--- src/rtl/uart_pkg.sv ---
// uart_pkg: constants shared by the UART transmit feeder.
//   - read-control FSM state encodings
//   - default byte width and FIFO depth
package uart_pkg;

  localparam int DEF_DATA_WIDTH = 8;
  localparam int DEF_FIFO_DEPTH = 8;

  localparam logic [1:0] IDLE      = 2'b00;
  localparam logic [1:0] ISSUE     = 2'b01;
  localparam logic [1:0] WAIT_BUSY = 2'b10;
  localparam logic [1:0] WAIT_DONE = 2'b11;

endpackage

--- src/rtl/sync_fifo.sv ---
// sync_fifo: single-clock byte FIFO with wrap-bit pointers.
// Ports:
//   CLK, RST      clock, synchronous active-high reset
//   WR_DATA/WR_EN enqueue side; a write while FULL is dropped and pulses OVERFLOW
//   RD_EN         pop request (ignored while EMPTY)
//   RD_DATA       head entry, valid whenever EMPTY=0
//   FULL/EMPTY    registered occupancy flags for the current pointer state
//   OVERFLOW      one-cycle pulse for a discarded write
//   COUNT         occupancy, present only with UART_TX_FEEDER_COUNT_EN
module sync_fifo
  import uart_pkg::*;
#(
  parameter int DATA_WIDTH = DEF_DATA_WIDTH,
  parameter int FIFO_DEPTH = DEF_FIFO_DEPTH
) (
  input  logic                          CLK,
  input  logic                          RST,
  input  logic [DATA_WIDTH-1:0]         WR_DATA,
  input  logic                          WR_EN,
  input  logic                          RD_EN,
  output logic [DATA_WIDTH-1:0]         RD_DATA,
  output logic                          FULL,
  output logic                          EMPTY,
  output logic                          OVERFLOW
`ifdef UART_TX_FEEDER_COUNT_EN
  ,
  output logic [$clog2(FIFO_DEPTH):0]   COUNT
`endif
);

  localparam int AW = $clog2(FIFO_DEPTH);

  logic [DATA_WIDTH-1:0] mem [FIFO_DEPTH];
  logic [AW:0]           wptr, rptr, wptr_nxt, rptr_nxt;
  logic                  do_wr, do_rd;

  // Both qualifiers use the flags of the current state, so a pop never
  // frees room for a same-cycle write and a fresh byte is never popped
  // on the edge that writes it.
  assign do_wr = WR_EN && !FULL;
  assign do_rd = RD_EN && !EMPTY;

  assign wptr_nxt = wptr + {{AW{1'b0}}, do_wr};
  assign rptr_nxt = rptr + {{AW{1'b0}}, do_rd};

  assign RD_DATA = mem[rptr[AW-1:0]];

  always_ff @(posedge CLK) begin
    if (!RST && do_wr) mem[wptr[AW-1:0]] <= WR_DATA;
  end

  // Flags are registered from the next-state pointers so they line up
  // exactly with the pointer registers after each edge.
  always_ff @(posedge CLK) begin
    if (RST) begin
      wptr     <= '0;
      rptr     <= '0;
      FULL     <= 1'b0;
      EMPTY    <= 1'b1;
      OVERFLOW <= 1'b0;
    end else begin
      wptr     <= wptr_nxt;
      rptr     <= rptr_nxt;
      FULL     <= (wptr_nxt[AW-1:0] == rptr_nxt[AW-1:0]) && (wptr_nxt[AW] != rptr_nxt[AW]);
      EMPTY    <= (wptr_nxt == rptr_nxt);
      OVERFLOW <= WR_EN && FULL;
    end
  end

`ifdef UART_TX_FEEDER_COUNT_EN
  always_ff @(posedge CLK) begin
    if (RST) COUNT <= '0;
    else     COUNT <= wptr_nxt - rptr_nxt;
  end
`endif

endmodule

--- src/rtl/uart_tx_feeder.sv ---
// uart_tx_feeder: buffers bytes and hands them to the UART transmitter one
// frame at a time, pacing on the transmitter Busy flag.
// Optional feature macro: UART_TX_FEEDER_COUNT_EN (adds COUNT occupancy port).
// Ports:
//   CLK, RST      clock, synchronous active-high reset
//   WR_DATA/WR_EN system-side enqueue
//   FULL/EMPTY    FIFO occupancy flags
//   OVERFLOW      pulse when a write is dropped because the FIFO is full
//   P_DATA        last issued byte, held until the next issue
//   DATA_VALID    one-cycle issue strobe to the transmitter
//   Busy          transmitter busy flag
//   COUNT         FIFO occupancy (feature build only)
module uart_tx_feeder
  import uart_pkg::*;
#(
  parameter int DATA_WIDTH = DEF_DATA_WIDTH,
  parameter int FIFO_DEPTH = DEF_FIFO_DEPTH
) (
  input  logic                          CLK,
  input  logic                          RST,
  input  logic [DATA_WIDTH-1:0]         WR_DATA,
  input  logic                          WR_EN,
  output logic                          FULL,
  output logic                          EMPTY,
  output logic                          OVERFLOW,
  output logic [DATA_WIDTH-1:0]         P_DATA,
  output logic                          DATA_VALID,
  input  logic                          Busy
`ifdef UART_TX_FEEDER_COUNT_EN
  ,
  output logic [$clog2(FIFO_DEPTH):0]   COUNT
`endif
);

  logic [1:0]            state;
  logic [DATA_WIDTH-1:0] head;
  logic                  pop;

  // Only pop from IDLE; after a reset with Busy still high this also keeps
  // us from issuing into a frame the transmitter has not finished.
  assign pop = (state == IDLE) && !EMPTY && !Busy;

`ifdef UART_TX_FEEDER_COUNT_EN
  sync_fifo #(.DATA_WIDTH(DATA_WIDTH), .FIFO_DEPTH(FIFO_DEPTH)) u_fifo (
    .CLK(CLK), .RST(RST), .WR_DATA(WR_DATA), .WR_EN(WR_EN),
    .RD_EN(pop), .RD_DATA(head),
    .FULL(FULL), .EMPTY(EMPTY), .OVERFLOW(OVERFLOW), .COUNT(COUNT)
  );
`else
  sync_fifo #(.DATA_WIDTH(DATA_WIDTH), .FIFO_DEPTH(FIFO_DEPTH)) u_fifo (
    .CLK(CLK), .RST(RST), .WR_DATA(WR_DATA), .WR_EN(WR_EN),
    .RD_EN(pop), .RD_DATA(head),
    .FULL(FULL), .EMPTY(EMPTY), .OVERFLOW(OVERFLOW)
  );
`endif

  // WAIT_BUSY waits for the transmitter to acknowledge the frame before
  // WAIT_DONE waits for it to finish, so a strobe can never land mid-frame.
  always_ff @(posedge CLK) begin
    if (RST) begin
      state      <= IDLE;
      P_DATA     <= '0;
      DATA_VALID <= 1'b0;
    end else begin
      DATA_VALID <= 1'b0;
      case (state)
        IDLE: begin
          if (pop) begin
            P_DATA     <= head;
            DATA_VALID <= 1'b1;
            state      <= ISSUE;
          end
        end
        ISSUE:     state <= WAIT_BUSY;
        WAIT_BUSY: if (Busy)  state <= WAIT_DONE;
        WAIT_DONE: if (!Busy) state <= IDLE;
        default:   state <= IDLE;
      endcase
    end
  end

endmodule

--- config.mk ---
export PLATFORM = sky130hd
export DESIGN_NAME = uart_tx_feeder
export DESIGN_NICKNAME = d
export VERILOG_FILES = /design/src/rtl/uart_pkg.sv /design/src/rtl/sync_fifo.sv /design/src/rtl/uart_tx_feeder.sv
export SDC_FILE = /design/constraint.sdc
export NUM_CORES = 1
export LEC_CHECK = 0
export BUFFER_PORTS_ARGS = -buffer_cell sky130_fd_sc_hd__buf_4
export CAP_MARGIN = 25
export CORE_MARGIN = 2
export CORE_UTILIZATION = 60
export CTS_BUF_LIST = sky130_fd_sc_hd__clkbuf_2 sky130_fd_sc_hd__clkbuf_4 sky130_fd_sc_hd__clkbuf_8
export DETAILED_ROUTE_END_ITERATION = 8
export PLACE_DENSITY = 0.85
export SYNTH_ARGS = -nofsm -noshare
export SYNTH_HDL_FRONTEND = slang
export SYNTH_SLANG_ARGS = --single-unit
export TNS_END_PERCENT = 100
--- constraint.sdc ---
create_clock -name CLK -period 2.46 [get_ports CLK]
set_clock_uncertainty 0.05 [all_clocks]
set_input_delay 0 -clock CLK [delete_from_list [all_inputs] [get_ports CLK]]
set_output_delay 0 -clock CLK [all_outputs]
set_load 0.03 [all_outputs]
==> results_dict.tcl <==
set metrics [dict create \
    overflow 0 \
    cts_tree "built" \
    critPathRequiredTime_ps 2690 \
    seqPwrFrac_pct 53.8 \
    grt_pass1_vias 1917 \
    worst_path_max_delay_cell "dfxtp_1" \
    die_height_um 79.5 \
    ys_seq_area_share_pct 69.1 \
    crit_family "adder cells" \
    ios 24 \
    syn_to_final_growth_pct 17.6 \
    final_net_count 284 \
    finalCritPeriodShare_pct 81.0 \
    hold_viol_final 0 \
    syn_avg_cell_area_um2 16.0 \
    max_freq_ghz 0.502 \
    cap_violations 0 \
    maxSlewHeadroom_pct 51.9 \
    routedWlPerCell_um 19.0 \
    p_per_area_mw_per_mm2 773 \
    routed_wirelength_mm 6.50 \
    status "finished, final reports clean" \
    power.share.combinational_pct 15.5 \
    drcViolationCount 0 \
    start_kind "register" \
    io_buffers 23 \
    synth-seq-cells 86 \
    grt_usage_pct 22.1 \
    rsz0062_at_grt "false" \
    cpPeakStageDelay_ps 390 \
    dpl.hpwl_mm 3.91 \
    p_int_mw 2.31 \
    drtIter0Drc 155 \
    diodes 0 \
    grt_max_degree 21 \
    clock_tree.root_cell "clkbuf_8" \
    hp-class "in -> reg" \
    cts_buffers 9 \
    vias 1934 \
    gp_routability_congestion 0.780 \
    cts_hold_buf 12 \
    cts_resized 0 \
    die-area_mm2 0.00632 \
    finish.utilization_pct 73.0 \
    initial_core_util_pct 62.1 \
    synth_nets 234 \
    p_leak_nw 1.39 \
    cts.path.max_buffers 2 \
    setup_tns_ps 0 \
    num_rows 27 \
    firstDrtPassIters 4 \
    power_switching_mw 0.802 \
    crit_path_frequent_cell "ha_1" \
    critPathMaxFanout 4 \
    path_buf_inv 1 \
    grt_pass1_wl_mm 9.98 \
    switching_share_pct 25.8 \
    cts_htree_levels 3 \
    cp_data_arrival_time_ps 2230 \
    cts_setup_buffers 0 \
    cts_sinks 86 \
    synth_cells 214 \
    ir_worst_vdd_mv 0.879 \
    yosysUniqueCellTypes 31 \
    worst_pin_slew_ps 720 \
    crit_path_cell_trace "inv_1, ha_1, nor3b_2, ha_1, ha_1, xnor2_1, xnor2_1, nand3_1, nor3_2" \
    clkPwrFrac_pct 30.7 \
    antenna_left 0 \
    cp-end-kind "register" \
    yosys_warnings 0 \
    antenna_found_initial 0 \
    synth_area_mm2 0.00342 \
    drive_above_1_share_pct 21.9 \
    core_area_mm2 0.00551 \
    die_w_um 79.5 \
    critPathKind "reg -> reg" \
    setup_viol 0 \
    viasPerCell 5.67 \
    drv_slew 0 \
    clkLatencyLatePin_ps 350 \
    total_power_mw 3.11 \
    clk_pin_slew_ps 80 \
    fin_crit_ps 1990 \
]
==> cells in the final DEF (no fill, tap or decap) <==
cell           Yosys  final
a41o_1             1      1
nor2_1            16     16
xor2_2             2      2
nand2_1            3      3
dfxtp_1           22     21
clkinv_4           0      1
or3_1              1      1
nor3_2             1      1
nand3_2            2      2
clkinv_2           0      1
clkbuf_8           0      9
a21oi_1            1      1
a211oi_1           2      2
inv_2              1      1
nand2b_1           4      4
clkinvlp_4         0      2
buf_12             1      1
clkinv_1           0      1
nor3b_2            1      1
inv_1              3      3
buf_4              1     34
bufinv_16          0      1
nand3_1            1      1
dlygate4sd3_1      0     12
mux2i_1           33     33
nor3_1             3      3
xnor2_1            5      5
a32o_1             8      8
nor2b_1            6      6
and2_1             1      1
a22oi_1           16     16
clkbuf_4           0      1
xnor2_2            1      1
dfxtp_2            0      1
edfxtp_1          64     64
ha_1               8      8
==> worst reg2reg max path, cell delays in order (launching register included) <==
cell,delay [ps]
dfxtp_1,390
inv_1,80
ha_1,210
nor3b_2,180
ha_1,220
ha_1,200
xnor2_1,210
xnor2_1,180
nand3_1,110
nor3_2,100
==> cells in the mapped netlist <==
cell	instances	share of area (%)
edfxtp_1	64	56
mux2i_1	33	9.7
dfxtp_1	22	13
a22oi_1	16	3.5
nor2_1	16	1.8
a32o_1	8	2.3
ha_1	8	2.9
nor2b_1	6	1.1
xnor2_1	5	1.3
nand2b_1	4	0.73
inv_1	3	0.33
nand2_1	3	0.33
nor3_1	3	0.44
a211oi_1	2	0.44
buf_6	2	0.66
clkbuf_2	2	0.29
nand3_2	2	0.59
xor2_2	2	0.95
a21oi_1	1	0.15
a41o_1	1	0.29
and2_1	1	0.18
buf_12	1	0.59
buf_4	1	0.22
buf_8	1	0.44
clkbuf_1	1	0.11
inv_2	1	0.11
nand3_1	1	0.15
nor3_2	1	0.29
nor3b_2	1	0.37
or3_1	1	0.18
xnor2_2	1	0.48
==> power by group through the flow <==
stage / Combinational [mW] / Clock [mW] / Sequential (mW)
6_report: 0.482 / 0.955 / 1.67
5_1_grt: 0.519 / 1.03 / 1.68
4_1_cts: 0.482 / 0.974 / 1.67
3_5_place_dp: 0.466 / 0 / 1.70
3_3_place_gp: 0.442 / 0 / 1.70
2_1_floorplan: 0.261 / 0 / 1.75
==> per-layer routing <==
metal	vias to the layer above	GRT usage, %	wire [µm]
li1	911	-	-
met1	967	27.8	2760
met2	45	37.7	3350
met3	11	4.07	254
met4	0	9.31	124
met5	-	0	0
==> state kept, by name, indices dropped and copies added, names as in the netlist <==
name and cells:
u_fifo.mem 64, P_DATA 8, u_fifo.rptr 4, u_fifo.wptr 4, state 2, DATA_VALID 1
u_fifo.EMPTY 1, u_fifo.FULL 1, u_fifo.OVERFLOW 1
==> area by class of cell <==
cell class / instances / area, µm²
inverter: 4 / 15.0
clock inverter: 6 / 62.6
fill: 337 / 1490
sequential: 86 / 2360
tap: 72 / 90.1
clock buffer: 10 / 131
multi-input combinational: 116 / 962
timing repair buffer: 47 / 395
==> path summary, 6_finish.rpt <==
check / startpoint / endpoint / slack [ps] / depth (start not counted)
worst max-delay path: state[1]$_SDFFE_PP0P_ / u_fifo.FULL$_SDFF_PP0_ / 470 / 9
worst min-delay path: WR_DATA[2] / u_fifo.mem[4][2]$_DFFE_PP_ / 380 / 2
worst max register to register: state[1]$_SDFFE_PP0P_ / u_fifo.FULL$_SDFF_PP0_ / 470 / 9
worst min register to register: P_DATA[7]$_SDFFE_PP0P_ / P_DATA[7]$_SDFFE_PP0P_ / 420 / 1
==> stage by stage <==
| stage | std cells | hold slack, ps | setup slack [ps] | cell area (µm²) |
|---|---|---|---|---|
| finish | 341 | 377 | 466 | 4020 |
| detailed placement | 313 | 185 | 501 | 3710 |
| CTS | 341 | 364 | 485 | 4020 |
| floorplan | 214 | 21.6 | 455 | 3420 |
| global route | 341 | 384 | 307 | 4020 |
| global placement | 313 | 170 | 577 | 3710 |
==> cell families after synthesis <==
logic type	share of synthesized area, %
DFF	69.1
and+or+nand+nor	6.11
muxes	9.66
AOI/OAI and AO/OA	6.73
buffers and inverters	2.74
xor gates and xnor gates	2.71
adders and majority gates	2.93
Note: power is estimated with default switching activity, not from simulation.
